==> src/rtl/serial_frame_rx.sv <==
`default_nettype none
// ============================================================================
// Module      : serial_frame_rx
// Description : Serial frame receiver. Waits for a start bit on serIn, then
//               shifts in MSB first a channel-address header, a length field
//               and a variable-length payload, and finally checks a stop bit.
//               A good frame is presented on a parallel bus together with a
//               one-hot per-channel valid pulse. A bad frame raises a
//               one-cycle frame_err with a reason code.
//
//               Optional feature (compile-time macro SERIAL_FRAME_RX_PARITY_EN):
//               an even-parity bit follows the payload. It covers the
//               address, length and payload bits.
//
// Ports       : clk        - clock, rising edge
//               rst        - asynchronous active-high reset
//               serIn      - serial line, idles high
//               shEn       - high in every cycle a header/payload bit is sampled
//               busy       - high whenever the receiver is not idle
//               done       - one-cycle pulse, good frame delivered
//               ch_addr    - channel of last good frame
//               data_len   - payload length of last good frame
//               data_out   - payload, right-aligned, upper bits zero
//               ch_valid   - one-hot copy of ch_addr, high only with done
//               frame_err  - one-cycle pulse, bad frame
//               err_code   - 01 stop, 10 length overflow, 11 parity
//
// Revision    : 1.0 - initial release
// ============================================================================
module serial_frame_rx #(
    parameter int CH_ADDR_W = 2,
    parameter int LEN_W     = 4,
    parameter int DATA_W    = 8
) (
    input  logic                      clk,
    input  logic                      rst,
    input  logic                      serIn,
    output logic                      shEn,
    output logic                      busy,
    output logic                      done,
    output logic [CH_ADDR_W-1:0]      ch_addr,
    output logic [LEN_W-1:0]          data_len,
    output logic [DATA_W-1:0]         data_out,
    output logic [(2**CH_ADDR_W)-1:0] ch_valid,
    output logic                      frame_err,
    output logic [1:0]                err_code
);

    localparam int c_NUM_CH   = 2**CH_ADDR_W;
    localparam int c_HDR_BITS = CH_ADDR_W + LEN_W;
    localparam int c_MAX_LEN  = 2**LEN_W - 1;
    // One counter serves both header and payload, so it must hold the
    // larger of the two bit counts.
    localparam int c_CNT_MAX  = (c_HDR_BITS > c_MAX_LEN) ? c_HDR_BITS : c_MAX_LEN;
    localparam int c_CNT_W    = $clog2(c_CNT_MAX + 1);

    localparam logic [c_CNT_W-1:0] c_HDR_LAST = c_CNT_W'(c_HDR_BITS - 1);

    typedef enum logic [2:0] {
        S_IDLE    = 3'd0,
        S_HDR     = 3'd1,
        S_PAYLOAD = 3'd2,
        S_STOP    = 3'd3,
        S_RESYNC  = 3'd4
`ifdef SERIAL_FRAME_RX_PARITY_EN
        ,
        S_PARITY  = 3'd5
`endif
    } state_t;

`ifdef SERIAL_FRAME_RX_PARITY_EN
    localparam state_t c_AFTER_DATA = S_PARITY;
`else
    localparam state_t c_AFTER_DATA = S_STOP;
`endif

    // ------------------------------------------------------------------
    // State and output registers
    // ------------------------------------------------------------------
    state_t                r_state_q,     w_state_d;
    logic [c_CNT_W-1:0]    r_cnt_q,       w_cnt_d;
    logic [c_HDR_BITS-1:0] r_hdr_q,       w_hdr_d;
    logic [DATA_W-1:0]     r_shreg_q,     w_shreg_d;
    logic                  r_ovf_q,       w_ovf_d;
`ifdef SERIAL_FRAME_RX_PARITY_EN
    logic                  r_par_q,       w_par_d;
    logic                  r_par_err_q,   w_par_err_d;
`endif

    logic                  r_shen_q,      w_shen_d;
    logic                  r_busy_q,      w_busy_d;
    logic                  r_done_q,      w_done_d;
    logic [CH_ADDR_W-1:0]  r_ch_addr_q,   w_ch_addr_d;
    logic [LEN_W-1:0]      r_data_len_q,  w_data_len_d;
    logic [DATA_W-1:0]     r_data_out_q,  w_data_out_d;
    logic [c_NUM_CH-1:0]   r_ch_valid_q,  w_ch_valid_d;
    logic                  r_frame_err_q, w_frame_err_d;
    logic [1:0]            r_err_code_q,  w_err_code_d;

    // ------------------------------------------------------------------
    // Helper views of the header register
    // ------------------------------------------------------------------
    logic [c_HDR_BITS-1:0] w_hdr_shift;   // header including the bit being sampled now
    logic [LEN_W-1:0]      w_len_new;     // length field as it completes in HDR
    logic [LEN_W-1:0]      w_len_cur;     // length field once the header is complete
    logic [CH_ADDR_W-1:0]  w_addr_cur;    // address field once the header is complete
    logic [c_CNT_W-1:0]    w_cnt_inc;

    assign w_hdr_shift = {r_hdr_q[c_HDR_BITS-2:0], serIn};
    assign w_len_new   = w_hdr_shift[LEN_W-1:0];
    assign w_len_cur   = r_hdr_q[LEN_W-1:0];
    assign w_addr_cur  = r_hdr_q[c_HDR_BITS-1:LEN_W];
    assign w_cnt_inc   = r_cnt_q + c_CNT_W'(1);

    // ------------------------------------------------------------------
    // Next-state logic
    // ------------------------------------------------------------------
    always_comb begin
        w_state_d     = r_state_q;
        w_cnt_d       = r_cnt_q;
        w_hdr_d       = r_hdr_q;
        w_shreg_d     = r_shreg_q;
        w_ovf_d       = r_ovf_q;
`ifdef SERIAL_FRAME_RX_PARITY_EN
        w_par_d       = r_par_q;
        w_par_err_d   = r_par_err_q;
`endif
        w_ch_addr_d   = r_ch_addr_q;
        w_data_len_d  = r_data_len_q;
        w_data_out_d  = r_data_out_q;
        // Pulse outputs fall back to zero every cycle
        w_done_d      = 1'b0;
        w_ch_valid_d  = '0;
        w_frame_err_d = 1'b0;
        w_err_code_d  = 2'b00;

        case (r_state_q)
            S_IDLE: begin
                if (!serIn) begin
                    // Start bit: clear all per-frame context
                    w_state_d   = S_HDR;
                    w_cnt_d     = '0;
                    w_hdr_d     = '0;
                    w_shreg_d   = '0;
                    w_ovf_d     = 1'b0;
`ifdef SERIAL_FRAME_RX_PARITY_EN
                    w_par_d     = 1'b0;
                    w_par_err_d = 1'b0;
`endif
                end
            end

            S_HDR: begin
                w_hdr_d = w_hdr_shift;
                w_cnt_d = w_cnt_inc;
`ifdef SERIAL_FRAME_RX_PARITY_EN
                w_par_d = r_par_q ^ serIn;
`endif
                if (r_cnt_q == c_HDR_LAST) begin
                    w_cnt_d   = '0;
                    // Longer payloads are still consumed; only the tail is kept
                    w_ovf_d   = (int'(w_len_new) > DATA_W);
                    w_state_d = (w_len_new != '0) ? S_PAYLOAD : c_AFTER_DATA;
                end
            end

            S_PAYLOAD: begin
                w_shreg_d = {r_shreg_q[DATA_W-2:0], serIn};
                w_cnt_d   = w_cnt_inc;
`ifdef SERIAL_FRAME_RX_PARITY_EN
                w_par_d   = r_par_q ^ serIn;
`endif
                if (w_cnt_inc == c_CNT_W'(w_len_cur)) begin
                    w_cnt_d   = '0;
                    w_state_d = c_AFTER_DATA;
                end
            end

`ifdef SERIAL_FRAME_RX_PARITY_EN
            S_PARITY: begin
                // Even parity: running XOR plus parity bit must be zero
                w_par_err_d = r_par_q ^ serIn;
                w_state_d   = S_STOP;
            end
`endif

            S_STOP: begin
                w_state_d = S_IDLE;
                if (!serIn) begin
                    w_frame_err_d = 1'b1;
                    w_err_code_d  = 2'b01;
                    w_state_d     = S_RESYNC;
`ifdef SERIAL_FRAME_RX_PARITY_EN
                end else if (r_par_err_q) begin
                    w_frame_err_d = 1'b1;
                    w_err_code_d  = 2'b11;
`endif
                end else if (r_ovf_q) begin
                    w_frame_err_d = 1'b1;
                    w_err_code_d  = 2'b10;
                end else begin
                    w_done_d     = 1'b1;
                    w_ch_addr_d  = w_addr_cur;
                    w_data_len_d = w_len_cur;
                    w_data_out_d = r_shreg_q;
                    for (int i = 0; i < c_NUM_CH; i++) begin
                        w_ch_valid_d[i] = (w_addr_cur == CH_ADDR_W'(i));
                    end
                end
            end

            S_RESYNC: begin
                // A low line here is the tail of a broken frame, never a start bit
                if (serIn) begin
                    w_state_d = S_IDLE;
                end
            end

            default: begin
                w_state_d = S_IDLE;
            end
        endcase

        // Status outputs are registered, so derive them from the next state
        w_shen_d = (w_state_d == S_HDR) || (w_state_d == S_PAYLOAD);
        w_busy_d = (w_state_d != S_IDLE);
    end

    // ------------------------------------------------------------------
    // Registers
    // ------------------------------------------------------------------
    always_ff @(posedge clk or posedge rst) begin
        if (rst) begin
            r_state_q     <= S_IDLE;
            r_cnt_q       <= '0;
            r_hdr_q       <= '0;
            r_shreg_q     <= '0;
            r_ovf_q       <= 1'b0;
`ifdef SERIAL_FRAME_RX_PARITY_EN
            r_par_q       <= 1'b0;
            r_par_err_q   <= 1'b0;
`endif
            r_shen_q      <= 1'b0;
            r_busy_q      <= 1'b0;
            r_done_q      <= 1'b0;
            r_ch_addr_q   <= '0;
            r_data_len_q  <= '0;
            r_data_out_q  <= '0;
            r_ch_valid_q  <= '0;
            r_frame_err_q <= 1'b0;
            r_err_code_q  <= 2'b00;
        end else begin
            r_state_q     <= w_state_d;
            r_cnt_q       <= w_cnt_d;
            r_hdr_q       <= w_hdr_d;
            r_shreg_q     <= w_shreg_d;
            r_ovf_q       <= w_ovf_d;
`ifdef SERIAL_FRAME_RX_PARITY_EN
            r_par_q       <= w_par_d;
            r_par_err_q   <= w_par_err_d;
`endif
            r_shen_q      <= w_shen_d;
            r_busy_q      <= w_busy_d;
            r_done_q      <= w_done_d;
            r_ch_addr_q   <= w_ch_addr_d;
            r_data_len_q  <= w_data_len_d;
            r_data_out_q  <= w_data_out_d;
            r_ch_valid_q  <= w_ch_valid_d;
            r_frame_err_q <= w_frame_err_d;
            r_err_code_q  <= w_err_code_d;
        end
    end

    assign shEn      = r_shen_q;
    assign busy      = r_busy_q;
    assign done      = r_done_q;
    assign ch_addr   = r_ch_addr_q;
    assign data_len  = r_data_len_q;
    assign data_out  = r_data_out_q;
    assign ch_valid  = r_ch_valid_q;
    assign frame_err = r_frame_err_q;
    assign err_code  = r_err_code_q;

endmodule
`default_nettype wire

==> config.mk <==
export PLATFORM = sky130hd
export DESIGN_NAME = serial_frame_rx
export DESIGN_NICKNAME = d
export VERILOG_FILES = /design/src/rtl/serial_frame_rx.sv
export SDC_FILE = /design/constraint.sdc
export NUM_CORES = 1
export LEC_CHECK = 0
export ABC_CLOCK_PERIOD_IN_PS = 2400
export CAP_MARGIN = 20
export CORE_MARGIN = 8
export CORE_UTILIZATION = 40
export DETAILED_ROUTE_END_ITERATION = 7
export GPL_TIMING_DRIVEN = 0
export PLACE_DENSITY_LB_ADDON = 0.25
export SYNTH_ARGS = -nofsm -noshare
export SYNTH_HDL_FRONTEND = slang
export SYNTH_SLANG_ARGS = --single-unit
==> constraint.sdc <==
create_clock -name clk -period 2.4 [get_ports clk]
set_input_delay 0.72 -clock clk [delete_from_list [all_inputs] [get_ports clk]]
set_output_delay 0.72 -clock clk [all_outputs]
set_load 0.02 [all_outputs]
* Word-level counts from Yosys, hierarchy flattened
Cells that the tools add are included.
Widths: inputs -> output; s select.
** Word-level totals
- Register bits after elaboration :: 46
- Latch bits :: 0
- Bits in writable memories :: 0
- Memory bits (read-only) :: 0
- Output and inout bits :: 24
- Memories :: 0
** Cells by class
- Add/sub/neg operators :: 1
- Multipliers :: 0
- Divide/modulo/power cells :: 0
- Magnitude comparators :: 1
- Equality and inequality tests :: 13
- Shift operators :: 0
- Muxes and demuxes :: 30
- Bitwise operators :: 1
- Reduce and logical (&&, ||, !) cells :: 13
** Operators by type and width (count)
- $mux 4 :: 6
- $pmux 8 s2 :: 1
- $mux 3 :: 5
- $pmux 3 s5 :: 1
- $pmux 4 s3 :: 1
- $pmux 6 s2 :: 1
- $eq 3x2->1 const B :: 3
- $mux 1 :: 9
- $mux 8 :: 1
- $eq 3x1->1 const B :: 2
- $mux 2 :: 3
- $mux 6 :: 1
- $reduce_and 2->1 :: 3
- $reduce_and 3->1 :: 2
- $reduce_bool 3->1 :: 2
- $add 4x1->4 const B :: 1
- $eq 2x2->1 const B :: 2
- $eq 4x3->1 const B :: 1
- $eq 4x4->1 :: 1
- $gt 4x4->1 const B :: 1
- $ne 2x2->1 const B :: 2
- $reduce_bool 2->1 :: 2
- $reduce_bool 4->1 :: 1
- $eq 3x3->1 const B :: 1
- 6 further kinds :: 6

* Logic depth before layout (Yosys ltp)
Gate-level depths: netlist of run 1.
- Depth in word-level cells :: 6
- Gate-level depth with buffers :: 7
- Depth with buffers taken out :: 6

* Worst setup path after synthesis of run 1
OpenSTA, ideal clock, no wires.
- Kind :: flip-flop to flip-flop
- From :: reg r_cnt_q[0]
- To :: reg r_cnt_q[2]
- Setup time :: 127 ps
- Arrival :: 1508 ps
- Setup slack :: 765 ps
- Stages on the path, launching flop included :: 6
- Buffers on the path :: 0
- Period minus slack after synthesis :: 1635 ps
- Path through :: dfrtp_1 > ha_1 > xor3_2 > nor3_4 > a311o_1 > o211ai_2
** Between the ends
- Word-level cells in the longest chain between the ends :: 4
- Elaborated cells between the ends (all ways) :: 6
- Classes of those cells :: 1 x add/sub; 2 x eq/ne; 3 x mux
** RTL lines
- start, declared :: line 81 : logic [c_CNT_W-1:0] r_cnt_q, w_cnt_d;
- start signal, assigned :: line 254 : r_cnt_q <= w_cnt_d;
- $add 4x1->4 :: line 113 : assign w_cnt_inc = r_cnt_q + c_CNT_W'(1);
- $eq 4x4->1 :: line 173 : if (w_cnt_inc == c_CNT_W'(w_len_cur)) begin
- $mux 4 :: line 173
- $pmux 4 s3 (*) :: line 137 : case (r_state_q)
Mark *: on every way between the ends. The rest lies on a longest branch, timed or not.
A chain may end at the register's enable or synchronous reset.

* Worst setup path after layout of run 1
- From :: in serIn
- To :: reg r_data_out_q[2] (netlist: data_out[2])
** Between the ends
- Word-level cells in the longest chain between the ends :: 1
** RTL lines
- start, declared :: line 37 : input logic serIn,
- $reduce_and 3->1 (no source line)
- end signal, assigned :: line 267 : r_data_out_q <= w_data_out_d;
- end, declared :: line 95 : logic [DATA_W-1:0] r_data_out_q, w_data_out_d;
No other way between the ends.

==> metrics.log, run 1 <==
INFO  metric status = completed
INFO  metric fin_area = 2410 µm²
INFO  metric synthDominantAreaCellType = sky130_fd_sc_hd__dfrtp_1
INFO  metric cpMaxStageDelayCell = sky130_fd_sc_hd__clkdlybuf4s50_1
INFO  metric min_period = 2.00 ns
INFO  metric route.met3.wl = 222 µm
INFO  metric peakVddDrop = 0.441 mV
INFO  metric grt.overflow.total = 0
INFO  metric post_cts.repair.setup_buffers = 0
INFO  metric cp.depth = 5
INFO  metric timing.final.hold_violations = 0
INFO  metric fmax = 501 MHz
INFO  metric route.final.wire_length = 3610 µm
INFO  metric yosysTopAreaCellShare = 0.587
INFO  metric dpl_cells = 243
INFO  metric antennaDiodeCount = 0
INFO  metric row_count = 25
INFO  metric report.final.setup_viol = 0
INFO  metric drt_pass1_iterations = 4
INFO  metric start_util = 0.415
INFO  metric cts_made_buffers = 5
INFO  metric timing.critical_path.max_delay_family = buffers and inverters
INFO  metric power-per-cell-area = 1040 nW/µm²
INFO  metric drt_drc_violations_left = 0
INFO  metric timing.setup.critical_path_class = input pin to register
INFO  metric cp-end-kind = register
INFO  metric ctsResizeCount = 0
INFO  metric grt_antenna_before_repair = 0
INFO  metric asyncSetResetFlopFracSynth = 1.00
INFO  metric worst_hold_path_type = register to register
INFO  metric largest_net_degree_at_the_start_of_global_routing = 36
INFO  metric cts.path.max_buffers = 2
INFO  metric cap_violations = 0
INFO  metric final_util = 0.510
INFO  metric top_level_ports = 27
INFO  metric clk_root_buffer_cell = sky130_fd_sc_hd__clkbuf_8
INFO  metric dp.final_hpwl = 2660 µm
INFO  metric areaGrowthSynthToFinish = 23.0%
INFO  metric min_delay_worst_endpoint = r_shreg_q[7]
INFO  metric path_common_cell = sky130_fd_sc_hd__buf_6
INFO  metric cts_tree = done
INFO  metric critical_path_arrival = 2.18 ns
INFO  metric vias_per_cell = 4.96
INFO  metric worst_reg_to_reg_cells = 5
INFO  metric clkSinkCount = 46
INFO  metric worst-path-buf-inv = 3
INFO  metric cp.required = 2.58 ns
INFO  metric route.antenna.remaining_nets = 0
INFO  metric core_area = 4720 µm²
INFO  metric power.static_leakage = 1.12 nW
INFO  metric dr.max_layer_used = met4
INFO  metric rsz_0062_raised_after_global_routing = no
INFO  metric die-width = 86.0 µm
INFO  metric syn-num-nets = 154
INFO  metric drtIter0Drc = 70
INFO  metric worst_setup_path_start_kind = input pin
INFO  metric io_port_bufs = 26
INFO  metric register_to_register_setup_slack = 0.64 ns
INFO  metric holdCritStartpoint = r_shreg_q[7]
INFO  metric worstPathMaxFanout = 10
INFO  metric grt_first_pass_wirelength = 6380 µm
INFO  metric min_path_cells = 1
INFO  metric layout_worst_path_cycle_share = 0.832
INFO  metric worst_r2r_startpoint = r_cnt_q[0]
INFO  metric design.die.area = 7400 µm²
INFO  metric layout.nets = 188
INFO  metric fin_cells = 251
INFO  metric post_route_cells_drive_above_1_share = 0.196
INFO  metric met2_wirelength = 1740 µm
INFO  metric grt_pass1_vias = 1296
INFO  metric clkTransAtPathRegs = 0.08 ns
INFO  metric post_cts_hold_buffer_count = 0
INFO  metric crit_chain = clkdlybuf4s50_1 > nor3b_2 > buf_6 > buf_6 > mux2_2
INFO  metric yosys-top-cells-area = sky130_fd_sc_hd__dfrtp_1 (59%), sky130_fd_sc_hd__mux2_2 (7.5%), sky130_fd_sc_hd__a22o_1 (6.3%)
INFO  metric n_fill_cell = 416
INFO  metric globalRouteTotalUtil = 0.109
INFO  metric die-height = 86.0 µm
INFO  metric ys_dominant_reg_cell = sky130_fd_sc_hd__dfrtp_1
INFO  metric sequential_cell_area_fraction_in_the_yosys_report = 0.587
INFO  metric worst_r2r_endpoint = r_cnt_q[1]
INFO  metric worst-slew-pin-transition = 0.533 ns
INFO  metric relSlewSlack = 0.644
INFO  metric vias = 1244
INFO  metric synth-edff-count = 0
INFO  metric placement.cell_area = 2320 µm²
INFO  metric yosysWarningCount = 0
INFO  metric met1_length = 1590 µm
INFO  metric wl_per_cell = 14.4 µm
INFO  metric yosys.cell_types.count = 37
INFO  metric ys_seq_elements = 46
INFO  metric clock_tree.htree_level_count = 2
INFO  metric gpl_congestion = 0.811
INFO  metric fin_hold_ws = 0.508 ns
INFO  metric syn-instance-count = 149
INFO  metric design_power = 0.00252 W
INFO  metric combined_area_of_all_synthesized_cells = 1960 µm²
INFO  metric clock_skew = 0.00526 ns
INFO  metric clkLatencyLatePin = 0.30 ns
INFO  metric post_synth.cell_area_avg = 13.2 µm²
INFO  metric number_of_pins_exceeding_their_max_slew_limit_in_the_final_report = 0
INFO  metric critical_path.max_stage_delay = 0.56 ns
-- metrics by stage --
step                      worst slack [ns]  setup TNS, ns
final                                0.402              0
after global routing                 0.335              0
after global placement              -0.225         -10.25
after detailed placement            0.0856              0
after floorplan                      0.592              0
after CTS                            0.377              0
-- sequential cells by signal, indices dropped and copies added (netlist names), 3 cells and up --
register	count
data_out	8
r_shreg_q	8
r_hdr_q	6
ch_valid	4
data_len	4
r_cnt_q	4
r_state_q	3
-- cell usage after synthesis, types with 2 or more instances --
master / number
sky130_fd_sc_hd__dfrtp_1: 46
sky130_fd_sc_hd__a22o_1: 14
sky130_fd_sc_hd__mux2_2: 13
sky130_fd_sc_hd__nor2_1: 7
sky130_fd_sc_hd__inv_1: 6
sky130_fd_sc_hd__nand2_1: 6
sky130_fd_sc_hd__nand3_1: 5
sky130_fd_sc_hd__a21oi_1: 4
sky130_fd_sc_hd__buf_2: 4
sky130_fd_sc_hd__nand2b_1: 4
sky130_fd_sc_hd__xnor2_1: 4
sky130_fd_sc_hd__o21ai_0: 3
sky130_fd_sc_hd__a211o_1: 2
sky130_fd_sc_hd__and3_1: 2
sky130_fd_sc_hd__and3b_1: 2
sky130_fd_sc_hd__buf_6: 2
sky130_fd_sc_hd__ha_1: 2
sky130_fd_sc_hd__nor3b_1: 2
sky130_fd_sc_hd__nor3b_2: 2
sky130_fd_sc_hd__nor4_1: 2
-- how the worst max path moves through the flow --
| stage | startpoint | to | slack [ns] |
|---|---|---|---|
| after floorplan | rst | busy | 0.59 |
| after global placement | rst | data_out[7] | -0.23 |
| after detailed placement | serIn | data_out[2] | 0.09 |
| after CTS | ch_addr[0] | ch_addr[0] | 0.38 |
| after global routing | serIn | r_ovf_q | 0.34 |
| final | serIn | data_out[2] | 0.40 |
-- kinds of logic (layout without fill, tap and decap cells) --
| family | Yosys count | count (layout) | share of synthesized area |
|---|---|---|---|
| flip-flops | 46 | 46 | 0.587 |
| buffers and inverters | 13 | 48 | 0.0351 |
| multiplexers | 14 | 14 | 0.0798 |
| AO/OA/AOI/OAI | 31 | 31 | 0.129 |
| AND/OR/NAND/NOR | 37 | 37 | 0.121 |
| XOR/XNOR | 6 | 6 | 0.0351 |
| adder cells (fa/ha/maj) | 2 | 2 | 0.0128 |
-- layout make-up --
type / instances / area (µm²) / area share
sequential: 46 / 1150 / 0.477
clock inverter: 2 / 13.8 / 0.00571
multi-input combinational: 90 / 741 / 0.307
tap: 67 / 83.8 / 0.0348
clock buffer: 6 / 72.6 / 0.0301
buffer: 7 / 46.3 / 0.0192
timing repair buffer: 27 / 280 / 0.116
inverter: 6 / 22.5 / 0.00934
-- per-layer routing --
layer  track usage  vias up
li1              -      595
met1         0.127      617
met2         0.176       27
met3        0.0420        5
met4        0.0430        0
met5             0        -
-- layout by cell type, fill, tap and decap left out, drive strengths merged --
master,n
a31o,2
buf,7
inv,6
and3,2
o211ai,1
nand3,5
and2,1
a22o,14
nand2,6
o22ai,1
o311ai,1
nor2,7
nor3,1
clkbuf,7
xor3,1
o21ai,4
ha,2
xnor2,4
nand2b,4
clkdlybuf4s50,26
nor2b,1
nor3b,4
a21oi,5
nor4,2
mux2,13
clkinv,2
mux2i,1
and3b,2
a211o,2
nand3b,2
dfrtp,46
a311o,1
xor2,1
-- power breakdown --
part	internal (W)	switching, W
combinational	0.000471	0.000505
sequential	0.000933	0.000153
clock	0.000206	0.000253
(Power assumes the default switching activity.)
==> run 2, diff against run 1 <==
Settings changed: ABC_CLOCK_PERIOD_IN_PS 2400 to 1700.
Clock period 2.4 ns to 1.7 ns, I/O delays scaled along.
==> metrics.log, run 2 (same netlist as run 1, synthesis figures left out) <==
INFO  metric status = completed
INFO  metric register_to_register_setup_slack = 0.09 ns (-0.55 ns)
INFO  metric peakVddDrop = 0.668 mV (+51%)
INFO  metric worst_hold_path_type = input pin to asynchronous set/reset pin
INFO  metric start_util = 0.415 (unchanged)
INFO  metric worst_r2r_startpoint = r_state_q[2]
INFO  metric antennaDiodeCount = 0 (unchanged)
INFO  metric worst_reg_to_reg_cells = 5 (unchanged)
INFO  metric clkSinkCount = 46 (unchanged)
INFO  metric drt_pass1_iterations = 4 (unchanged)
INFO  metric route.final.wire_length = 3760 µm (+4.2%)
INFO  metric drt_drc_violations_left = 0 (unchanged)
INFO  metric wl_per_cell = 14.7 µm (+2.5%)
INFO  metric row_count = 25 (unchanged)
INFO  metric worst_setup_path_start_kind = register
INFO  metric critical_path_arrival = 1.80 ns (-0.38 ns)
INFO  metric drtIter0Drc = 78 (+11%)
INFO  metric cap_violations = 0 (unchanged)
INFO  metric net-switching-power = 0.00135 W (+48%)
INFO  metric clkLatencyLatePin = 0.29 ns (about the same)
INFO  metric clkTransAtPathRegs = 0.08 ns (about the same)
INFO  metric cts_tree = done
INFO  metric grt_pass1_vias = 1322 (+2.0%)
INFO  metric power-per-cell-area = 1500 nW/µm² (+43%)
INFO  metric die-height = 86.0 µm (unchanged)
INFO  metric sequentialPowerShare = 0.417 (-0.014)
INFO  metric worst_r2r_endpoint = data_out[2]
INFO  metric grt.overflow.total = 0 (unchanged)
INFO  metric io_port_bufs = 26 (unchanged)
INFO  metric top_level_ports = 27 (unchanged)
INFO  metric cts.path.max_buffers = 2 (unchanged)
INFO  metric worst_setup_path_endpoint = data_out[2]
INFO  metric clock_tree.htree_level_count = 2 (unchanged)
INFO  metric fmax = 621 MHz
INFO  metric timing.final.hold_violations = 0 (unchanged)
INFO  metric cpMaxStageDelayCell = sky130_fd_sc_hd__dfrtp_1
INFO  metric design.die.area = 7400 µm² (unchanged)
INFO  metric power.clock.fraction = 0.175 (-0.007)
INFO  metric post_cts_hold_buffer_count = 0 (unchanged)
INFO  metric final_util = 0.522 (+0.0117)
INFO  metric grt_antenna_before_repair = 0 (unchanged)
INFO  metric grt_first_pass_wirelength = 6520 µm (+2.3%)
INFO  metric cts_made_buffers = 5 (unchanged)
INFO  metric rsz_0062_raised_after_global_routing = yes
INFO  metric commonest_cells_after_routing_fill_and_taps_aside = sky130_fd_sc_hd__dfrtp_1 (45), sky130_fd_sc_hd__dlygate4sd2_1 (25), sky130_fd_sc_hd__a22o_1 (14), sky130_fd_sc_hd__mux2_2 (13), sky130_fd_sc_hd__nor2_1 (7)
INFO  metric report.final.setup_viol = 0 (unchanged)
INFO  metric areaGrowthSynthToFinish = 25.8%
INFO  metric power.static_leakage = 1.25 nW (+12%)
INFO  metric vias_per_cell = 4.95 (about the same)
INFO  metric number_of_pins_exceeding_their_max_slew_limit_in_the_final_report = 0 (unchanged)
INFO  metric worst-slew-pin-transition = 0.543 ns (+0.0104 ns)
INFO  metric gpl_congestion = 0.811 (unchanged)
INFO  metric core_area = 4720 µm² (unchanged)
INFO  metric die-width = 86.0 µm (unchanged)
INFO  metric layout_worst_path_cycle_share = 0.948
INFO  metric globalRouteTotalUtil = 0.112 (+0.00264)
INFO  metric final_common_cell = sky130_fd_sc_hd__dfrtp_1
INFO  metric critical_path.max_stage_delay = 0.49 ns (-0.07 ns)
INFO  metric power.share.combinational = 0.409 (+0.022)
INFO  metric worstPathMaxFanout = 10 (unchanged)
INFO  metric post_route_cells_drive_above_1_share = 0.239 (+0.0437)
INFO  metric largest_net_degree_at_the_start_of_global_routing = 36 (unchanged)
INFO  metric cp.required = 1.88 ns (-0.70 ns)
INFO  metric timing.setup.critical_path_class = register to register
INFO  metric timing_startpoint_of_the_critical_path = r_state_q[2]
INFO  metric clk_root_buffer_cell = sky130_fd_sc_hd__clkbuf_8
INFO  metric relSlewSlack = 0.637 (-0.00695)
INFO  metric path_common_cell = sky130_fd_sc_hd__buf_6
INFO  metric internal_power = 0.00234 W (+46%)
INFO  metric dp.final_hpwl = 2660 µm (unchanged)
INFO  metric layout.nets = 192 (+2.1%)
INFO  metric route.antenna.remaining_nets = 0 (unchanged)
INFO  metric clock_skew = 0.00498 ns (-0.000285 ns)
INFO  metric crit_chain = nand3b_4 > nor3b_4 > buf_6 > buf_6 > mux2_2
INFO  metric power_switching_share = 0.365 (+0.00361)
INFO  metric design_power = 0.00369 W (+47%)
INFO  metric min_period = 1.61 ns
INFO  metric cp-end-kind = register
INFO  metric vias = 1263 (+1.5%)
-- run 2: cell types whose count changed in the layout (fill, tap and decap cells not counted), moves of 2 or more --
cell / before / now
sky130_fd_sc_hd__clkdlybuf4s50_1: 26 / 1
sky130_fd_sc_hd__dlygate4sd2_1: 0 / 25
sky130_fd_sc_hd__buf_4: 0 / 3
sky130_fd_sc_hd__ha_1: 2 / 0
sky130_fd_sc_hd__xnor2_1: 4 / 2
sky130_fd_sc_hd__xnor2_2: 0 / 2
-- run 2: metrics by stage --
step                std cells  instance area [µm²]  setup slack, ns  hold WS, ns  setup TNS (ns)
CTS                       256                 2460           0.0560        0.465               0
global route              255                 2470         -0.00114        0.510        -0.00114
floorplan                 149                 1960           0.0647        0.458               0
finish                    255                 2470           0.0887        0.461               0
detailed placement        243                 2320           -0.404        0.487           -9.25
global placement          242                 2300           -0.715        0.488          -41.38
-- run 2: cell type report --
class | count | area, µm²
tap | 67 | 83.8
sequential | 46 | 1150
multi-input combinational | 90 | 777
buffer | 6 | 41.3
fill | 414 | 2260
clock buffer | 6 | 72.6
timing repair buffer | 32 | 303
clock inverter | 2 | 13.8
inverter | 6 | 22.5
-- run 2: how the worst min path moves through the flow --
stage                               to
after CTS                         shEn
after floorplan            ch_valid[0]
after global routing       data_len[1]
after global placement    r_shreg_q[7]
final                      data_len[1]
after detailed placement  r_shreg_q[7]
-- run 2: worst max-delay path: cells and delay by family (launching register included) --
kind                   cells  cell delay [ns]
buffers and inverters      2             0.26
multiplexers               1             0.34
flip-flops                 1             0.49
AND/OR/NAND/NOR            2             0.41
-- run 2: power by group through the flow --
stage          sequential (W)  clock (W)  combinational [W]
6_report              0.00154   0.000645            0.00151
5_1_grt               0.00158   0.000719            0.00164
4_1_cts               0.00153   0.000672            0.00150
3_5_place_dp          0.00156          0            0.00140
3_3_place_gp          0.00154          0            0.00135
2_1_floorplan         0.00161          0           0.000918
-- run 2: repair_timing --
action,in CTS,in global routing
hold endpoints to repair,0,0
setup endpoints to repair,33,7
setup buffers,5,0
gates resized for setup,29,3
pin swaps,3,2
-- run 2: metal layers --
metal	track usage	vias up	wire [µm]	share of wire
met5	0	-	0	0
met3	0.0430	5	244	0.065
met1	0.129	619	1600	0.43
li1	-	609	-	-
met4	0.0430	0	54	0.014
met2	0.183	30	1850	0.49
